**src/rtl/pll_lock_detect.sv**
```systemverilog
// pll_lock_detect: hysteretic PLL lock detector with sticky loss/timeout flags and a slip counter
module pll_lock_detect #(
  parameter int ERR_SIZE    = 8,
  parameter int LOCK_TOL    = 2,
  parameter int LOCK_CNT    = 64,
  parameter int UNLOCK_CNT  = 8,
  parameter int TIMEOUT_CNT = 4096,
  parameter int CNT_SIZE    = 16
) (
  input  logic                       clk_ref,
  input  logic                       n_rst,
  input  logic                       enable,
  input  logic                       err_valid,
  input  logic signed [ERR_SIZE-1:0] error,
  input  logic                       clr_sticky,
  output logic                       locked,
  output logic                       lock_lost,
  output logic                       acq_timeout,
  output logic [1:0]                 lock_state,
  output logic [7:0]                 slip_count
);
  typedef enum logic [1:0] {IDLE, ACQUIRE, LOCKED, HOLD} state_t;
  state_t state, state_n;
  logic [CNT_SIZE-1:0] streak, streak_n, tmo, tmo_n, bad, bad_n;
  logic [ERR_SIZE-1:0] mag;
  logic in_tol, good, fail, set_lost, set_tmo;
  function automatic logic [CNT_SIZE-1:0] sat(input logic [CNT_SIZE-1:0] c);
    return &c ? c : c + CNT_SIZE'(1);
  endfunction
  // the most negative input wraps to 2^(ERR_SIZE-1), which is never within tolerance
  assign mag = error[ERR_SIZE-1] ? $unsigned(-error) : $unsigned(error);
  assign in_tol = mag <= ERR_SIZE'(LOCK_TOL);
  assign good = err_valid & in_tol;
  assign fail = err_valid & ~in_tol;
  assign lock_state = state;
  always_comb begin
    state_n = state;
    streak_n = streak;
    tmo_n = tmo;
    bad_n = bad;
    set_lost = 1'b0;
    set_tmo = 1'b0;
    case (state)
      IDLE: state_n = ACQUIRE;
      ACQUIRE: if (err_valid) begin
        streak_n = in_tol ? sat(streak) : '0;
        tmo_n = sat(tmo);
        if (tmo_n >= CNT_SIZE'(TIMEOUT_CNT)) begin
          set_tmo = 1'b1;
          tmo_n = '0;
        end
        // reaching lock on the same sample as the timeout wins over the timeout
        if (in_tol && streak_n >= CNT_SIZE'(LOCK_CNT)) begin
          state_n = LOCKED;
          streak_n = '0;
          tmo_n = '0;
          set_tmo = 1'b0;
        end
      end
      LOCKED: if (fail) begin
        state_n = HOLD;
        bad_n = CNT_SIZE'(1);
      end
      HOLD: begin
        bad_n = good ? '0 : fail ? sat(bad) : bad;
        state_n = good ? LOCKED : HOLD;
      end
    endcase
    if ((state == LOCKED || state == HOLD) && fail && bad_n >= CNT_SIZE'(UNLOCK_CNT)) begin
      state_n = ACQUIRE;
      set_lost = 1'b1;
      streak_n = '0;
      tmo_n = '0;
      bad_n = '0;
    end
    if (!enable) begin
      state_n = IDLE;
      streak_n = '0;
      tmo_n = '0;
      bad_n = '0;
      set_lost = 1'b0;
      set_tmo = 1'b0;
    end
  end
  always_ff @(posedge clk_ref or posedge n_rst) begin
    if (n_rst) begin
      state <= IDLE;
      streak <= '0;
      tmo <= '0;
      bad <= '0;
      locked <= 1'b0;
      lock_lost <= 1'b0;
      acq_timeout <= 1'b0;
      slip_count <= '0;
    end else begin
      state <= state_n;
      streak <= streak_n;
      tmo <= tmo_n;
      bad <= bad_n;
      locked <= state_n == LOCKED || state_n == HOLD;
      lock_lost <= set_lost | (lock_lost & ~clr_sticky);
      acq_timeout <= set_tmo | (acq_timeout & ~clr_sticky);
      slip_count <= (set_lost && ~&slip_count) ? slip_count + 8'd1 : slip_count;
    end
  end
endmodule

```
**config.mk**
```make
export PLATFORM = sky130hd
export DESIGN_NAME = pll_lock_detect
export DESIGN_NICKNAME = d
export VERILOG_FILES = /design/src/rtl/pll_lock_detect.sv
export SDC_FILE = /design/constraint.sdc
export NUM_CORES = 1
export LEC_CHECK = 0
export CAP_MARGIN = 30
export CORE_MARGIN = 5
export CORE_UTILIZATION = 37
export CTS_CLUSTER_SIZE = 10
export DETAILED_ROUTE_END_ITERATION = 8
export PLACE_DENSITY = 0.65
export SLEW_MARGIN = 20
export SYNTH_ARGS = -nofsm -noshare
export SYNTH_HDL_FRONTEND = slang
export SYNTH_SLANG_ARGS = --single-unit
```
**constraint.sdc**
```tcl
create_clock -name clk_ref -period 2.77 [get_ports clk_ref]
set_input_delay 0.4155 -clock clk_ref [delete_from_list [all_inputs] [get_ports clk_ref]]
set_output_delay 0.4155 -clock clk_ref [all_outputs]
set_load 0.02 [all_outputs]
```
==> flow_summary.json, run 1 <==
{
  "start_util_pct": 37.6,
  "path_max_fanout": 7,
  "ir_worst_vdd_mv": 0.367,
  "grt_max_degree": 37,
  "hold_path.class": "in -> async",
  "rr_endpoint": "streak[5]",
  "dp_hpwl_um": 7420,
  "antenna_found_initial": 0,
  "first_iter_violations": 215,
  "finalCritPeriodShare_pct": 110,
  "synthToLayoutAreaGrowth_pct": 52.8,
  "dieHeight_um": 109,
  "ff2ff_path_depth": 12,
  "ys_types": 65,
  "cts-buffers-inserted": 9,
  "leakage_uw": 0.00250,
  "slew_violations": 0,
  "p_per_area_nw_per_um2": 362,
  "clock_power_share_pct": 45.4,
  "syn_inst": 403,
  "multiInputGateArea_um2": 2460,
  "maxCapViolations": 0,
  "ioPinCount": 26,
  "final_cells": 678,
  "r2r_start": "bad[6]",
  "cp-end-kind": "register",
  "vias": 3761,
  "outcome": "complete, but fails checks",
  "tightest_slew_ps": 565,
  "grt_pass1_vias": 3717,
  "p_seq_share_pct": 44.4,
  "die_area_um2": 12000,
  "drc": 0,
  "synthesis.nets": 422,
  "final-setup-viol-count": 56,
  "synth_ff_type": "dfrtp_1",
  "synthArstFlopShare_pct": 100,
  "synth_edf_count": 0,
  "skew_ps": 10.6,
  "fillers": 848,
  "clk_path_buf_depth": 2,
  "dr.pass1.iters": 5,
  "violations": "setup timing",
  "hold_violations": 0,
  "yosys_warnings": 0,
  "startpoint_type": "input pin",
  "setup_ws_ps": -282,
  "dpl-instance-area_um2": 4760,
  "drive_above_1_share_pct": 39.6,
  "cts.htree.levels": 3,
  "insertion_delay_ps": 350,
  "wl_per_cell_um": 16.4,
  "die_width_um": 109,
  "drt_wl_total_um": 11100,
  "switching_power_uw": 498,
  "grt.overflow.total": 0,
  "grt.total_usage_pct": 19.2,
  "root_buffer": "clkbuf_8",
  "clock-sinks": 61,
  "crit_type": "in -> reg",
  "via_per_inst": 5.55,
  "relSlewSlack_pct": 61.8,
  "ys_seq_area_share_pct": 41.7,
  "path_clk_slew_ps": 80,
  "fin_area_um2": 5590,
  "cts_tree": "done",
  "register_area_um2": 1530,
  "nets": 559,
  "io_buffers": 25,
  "fmax_ghz": 0.328,
  "antenna_cells_inserted": 0,
  "ant_nets": 0,
  "combPwrFrac_pct": 10.2,
  "post-route-min-period_ps": 3050,
  "core_um2": 9730,
  "fin_hold_ws_ps": 430,
  "syn_avg_cell_area_um2": 9.08,
  "globalplace.congestion": 0.954,
  "rsz0062_at_grt": "true",
  "p_int_uw": 1520,
  "grt_pass1_wl_um": 18000,
  "ys_seq_elements": 61,
  "syn_area_um2": 3660,
  "p_sw_share_pct": 24.7,
  "place_inst": 635,
  "critPathArrivalTime_ps": 3330,
  "row_count": 36,
  "critPathRequiredTime_ps": 3050,
  "r2r_setup_slack_ps": -230
}
## stage by stage
| stage | util [%] | worst slack [ps] | setup TNS (ps) | total power (uW) |
|---|---|---|---|---|
| 3_3_place_gp | 48.9 | -946 | -48470 | 1070 |
| 3_5_place_dp | 48.9 | -1010 | -52640 | 1080 |
| 4_1_cts | 54.7 | -318 | -9550 | 2030 |
| 6_report | 57.4 | -282 | -7850 | 2020 |
| 2_1_floorplan | - | -250 | -6490 | 997 |
| 5_1_grt | 57.4 | -402 | -14460 | 2100 |
## cells in the final DEF (no fill, tap or decap), types with 4 or more instances in the layout
cell / instances
and2_1: 13
dfrtp_1: 61
a21oi_2: 13
nor2_1: 19
a31oi_1: 7
nand3_1: 22
and3_1: 21
nand4_1: 14
nand2_1: 34
a21oi_1: 15
nor3_1: 9
inv_2: 4
o21ai_0: 19
xnor2_1: 9
and4_1: 4
a21o_1: 5
clkbuf_8: 10
nand3_2: 4
and2_4: 4
nand2_2: 4
buf_4: 95
nor2_4: 7
buf_6: 13
clkdlybuf4s50_1: 17
inv_1: 13
o21ai_1: 5
## how the worst max path moves through the flow
stage,startpoint,endpoint,slack [ps]
after floorplan,error[7],streak[5],-250
after global placement,error[7],tmo[11],-950
after detailed placement,error[0],tmo[11],-1010
after CTS,error[6],tmo[11],-320
after global routing,error[6],tmo[11],-400
final,error[6],streak[5],-280
## cells by family after synthesis
| kind of cell | count (synthesis) | share of synthesized area, % |
|---|---|---|
| simple gates | 179 | 25.9 |
| compound gates | 114 | 23.1 |
| flops | 61 | 41.7 |
| buf+inv | 28 | 3.39 |
| xor+xnor | 11 | 2.63 |
| fa+ha+maj | 6 | 2.05 |
| mux | 4 | 1.16 |
## power by group through the flow
| stage | Clock [uW] | Sequential, uW | Combinational, uW |
|---|---|---|---|
| floorplan | 0 | 915 | 82.5 |
| global placement | 0 | 914 | 158 |
| detailed placement | 0 | 914 | 162 |
| CTS | 943 | 897 | 190 |
| global route | 984 | 897 | 223 |
| finish | 918 | 897 | 205 |
## state kept, by name, indices dropped and copies added (netlist names)
| signal | count |
|---|---|
| acq_timeout | 1 |
| bad | 16 |
| lock_lost | 1 |
| lock_state | 2 |
| locked | 1 |
| slip_count | 8 |
| streak | 16 |
| tmo | 16 |
## cell type report
type / instances / share of cell area, %
repair buffers: 135 / 20.4
clock inverters: 6 / 1.68
inverters: 17 / 1.14
flip-flops and latches: 61 / 27.3
well taps: 133 / 2.98
clock buffers: 10 / 2.46
multi-input cells: 316 / 44.0
## critical path, cell delays in order
cell,delay (ps)
buf_6,90
or4_4,560
o31ai_4,300
o211ai_1,270
buf_4,240
a32o_2,260
nor4_4,220
nand4_4,250
buf_4,210
a21o_4,240
buf_6,130
a21oi_2,120
## per-layer routing
metal	up-vias	track usage, %	share of wire (%)
li1	1779	-	-
met1	1847	25.2	44
met2	112	31.5	48
met3	23	3.99	6.1
met4	0	6.77	2.2
met5	-	0	0
## synth_stat cells, types with 2 or more instances
library cell,number,area [um^2]
a211oi_4,2,40.0
o211ai_1,3,22.5
nor2_1,27,101
nand2b_1,2,12.5
buf_2,3,15.0
a21o_1,6,45.0
xor2_1,2,17.5
clkbuf_1,5,18.8
and3_1,23,144
xnor2_1,9,78.8
o21ai_1,4,20.0
inv_1,17,63.8
a211oi_1,4,30.0
mux2i_1,2,20.0
a31oi_1,7,43.8
nor3_1,11,55.1
nor2b_1,2,12.5
buf_4,2,15.0
ha_1,6,75.1
o211a_1,3,30.0
and2_1,17,106
and4_1,4,35.0
a41oi_1,2,17.5
nand3_1,26,130
o22ai_1,3,18.8
nand2_1,38,143
dfrtp_1,61,1530
nand2_2,2,12.5
a21oi_1,25,125
o31ai_1,2,15.0
a21oi_2,4,35.0
o2bb2ai_1,2,17.5
nor4_1,6,37.5
o21ai_0,23,115
o311ai_0,2,17.5
a32o_1,2,20.0
a22o_1,3,26.3
nand4_1,14,87.6
## what timing repair did
action | CTS | global route
pin swaps | 27 | 25
setup buffers | 10 | 15
hold buffers | 0 | 0
gates cloned | 3 | 1
resized for setup | 73 | 46
endpoints found under the setup margin | 60 | 59
No activity file was read; power rests on OpenSTA's default activity.
==> inputs of run 2 (changes only) <==
--- a/config.mk
+++ b/config.mk
@@ -8,6 +8,7 @@
 export CAP_MARGIN = 30
 export CORE_MARGIN = 5
 export CORE_UTILIZATION = 37
+export CTS_BUF_LIST = sky130_fd_sc_hd__clkbuf_4 sky130_fd_sc_hd__clkbuf_8
 export CTS_CLUSTER_SIZE = 10
 export DETAILED_ROUTE_END_ITERATION = 8
 export PLACE_DENSITY = 0.65
==> results of run 2 <==
Final layout, timing and power as in run 1 (identical DEF).
==> inputs of run 3 (changes only) <==
--- a/config.mk
+++ b/config.mk
@@ -11,7 +11,6 @@
 export CTS_BUF_LIST = sky130_fd_sc_hd__clkbuf_4 sky130_fd_sc_hd__clkbuf_8
 export CTS_CLUSTER_SIZE = 10
 export DETAILED_ROUTE_END_ITERATION = 8
-export PLACE_DENSITY = 0.65
 export SLEW_MARGIN = 20
 export SYNTH_ARGS = -nofsm -noshare
 export SYNTH_HDL_FRONTEND = slang
==> run 3 against run 2 <==
The run still ends with setup timing left. Worst hold slack improved by 65 ps. Via count decreased by 4.1%. Critical path depth increased by 1. Global-route usage decreased by 0.98 points. Clock skew increased by 0.82 ps. Cell count decreased by 1.6%. Core utilization decreased by 2.7 points. Routed wire length decreased by 8.3%. Sequential cell count unchanged. Critical endpoint is now slip_count[1].
==> flow_summary.json, run 3 (synthesis gave the netlist of run 1 again) <==
{
  "outcome": "complete, but fails checks",
  "violations": "setup timing",
  "fillers": 894,
  "startpoint_type": "input pin",
  "insertion_delay_ps": 360,
  "globalplace.congestion": 0.888,
  "maxCapViolations": 0,
  "via_per_inst": 5.41,
  "tightest_slew_ps": 712,
  "path_clk_slew_ps": 70,
  "top_regs": "bad (16), streak (16), tmo (16)",
  "clk_path_buf_depth": 2,
  "relSlewSlack_pct": 52.5,
  "grt.overflow.total": 0,
  "hold_violations": 0,
  "cts.htree.levels": 3,
  "nets": 548,
  "hold_path.class": "in -> async",
  "final_cells": 667,
  "final_cell_mix": "buf_4 (87), dfrtp_1 (61), nand2_1 (36)",
  "place_inst": 633,
  "slew_violations": 0,
  "antenna_cells_inserted": 0,
  "wl_per_cell_um": 15.3,
  "synthToLayoutAreaGrowth_pct": 45.6,
  "root_buffer": "clkbuf_8",
  "antenna_found_initial": 0,
  "grt.total_usage_pct": 18.2,
  "grt_max_degree": 33,
  "io_buffers": 25,
  "first_iter_violations": 231,
  "grt_pass1_wl_um": 17100,
  "leakage_uw": 0.00237,
  "die_area_um2": 12000,
  "finalCritPeriodShare_pct": 111,
  "drive_above_1_share_pct": 35.0,
  "dr.pass1.iters": 5,
  "cts-buffers-inserted": 9,
  "clock-sinks": 61,
  "final-setup-viol-count": 56,
  "setup_ws_ps": -295,
  "die_width_um": 109,
  "holdBufCountCts": 0,
  "dp_hpwl_um": 7310,
  "final_common_cell": "buf_4",
  "utilization_pct": 54.7,
  "core_um2": 9730,
  "critPathArrivalTime_ps": 3290,
  "dieHeight_um": 109,
  "vias": 3608,
  "row_count": 36,
  "rsz0062_at_grt": "true",
  "fmax_ghz": 0.326,
  "ioPinCount": 26,
  "power_uw": 1810,
  "critPathRequiredTime_ps": 3000,
  "skew_ps": 11.4,
  "p_per_area_nw_per_um2": 339,
  "cp-end-kind": "register",
  "start_util_pct": 37.6,
  "grt_pass1_vias": 3517,
  "drt_wl_total_um": 10200,
  "path_max_fanout": 5,
  "drc": 0,
  "post-route-min-period_ps": 3070,
  "cts_tree": "done",
  "fin_hold_ws_ps": 495,
  "crit_type": "in -> reg",
  "ir_worst_vdd_mv": 0.298,
  "ant_nets": 0
}
run 3: changes by cell type in the layout (fill, tap and decap cells not counted), moves of 3 or more:
cell     previous run  this run
nand3_1            22        26
buf_8               0         3
a21oi_2            13         9
buf_4              95        87
nand3_2             4         0
a21oi_1            15        19
nor2_1             19        23
buf_6              13         7
nor2_4              7         2
run 3: routing by layer:
layer / share of wire (%) / global-route usage [%] / vias to the layer above
met2: 46 / 27.9 / 97
met1: 48 / 25.1 / 1738
met5: 0 / 0 / -
li1: - / - / 1758
met3: 4.5 / 3.82 / 15
met4: 1.7 / 7.57 / 0
run 3: metrics by stage:
stage               area, um^2  TNS (ps)  setup WS, ps
floorplan                 3740     -6490          -250
global placement          4730    -49450          -945
detailed placement        4730    -55220         -1050
CTS                       5140    -11990          -291
global route              5320    -18150          -434
finish                    5320    -10470          -295
run 3: final timing paths:
kind                       slack, ps          start       endpoint  depth (start not counted)
setup reg to reg                -250         bad[8]  slip_count[1]                         10
setup / recovery                -300       error[0]  slip_count[1]                         13
hold reg to reg                  500  slip_count[4]  slip_count[4]                          1
hold / removal                   500          n_rst      streak[8]                          2
min in group clk_ref             500  slip_count[4]  slip_count[4]                          1
max in group asynchronous       1660          n_rst  slip_count[7]                          3
run 3: timing repair:
action                     in CTS  in global routing
buffers inserted                9                  8
gates cloned                    2                  0
resized for setup              55                 35
pin swaps                      21                 24
setup endpoints to repair      59                 59
run 3: area by class of cell:
class	count	area [um^2]	share of cell area, %
multi-input cells	315	2320	43.5
clock buffers	9	124	2.33
clock inverters	7	50.0	0.940
repair buffers	125	1070	20.2
flip-flops and latches	61	1530	28.7
inverters	17	66.3	1.25
well taps	133	166	3.13
run 3: power by group:
| part | switching, uW | internal (uW) |
|---|---|---|
| clock network | 382 | 324 |
| logic | 106 | 95.5 |
| registers | 3.32 | 894 |
run 3: worst max-delay path, stage by stage:
cell and delay [ps]:
buf_2 130, inv_4 50, ha_4 240, a221oi_4 450, buf_4 200, o211ai_1 210, nand3_1 210, o21ai_2 90
a2111oi_4 400, nand4_4 230, buf_4 200, and3_4 170, mux2_1 310
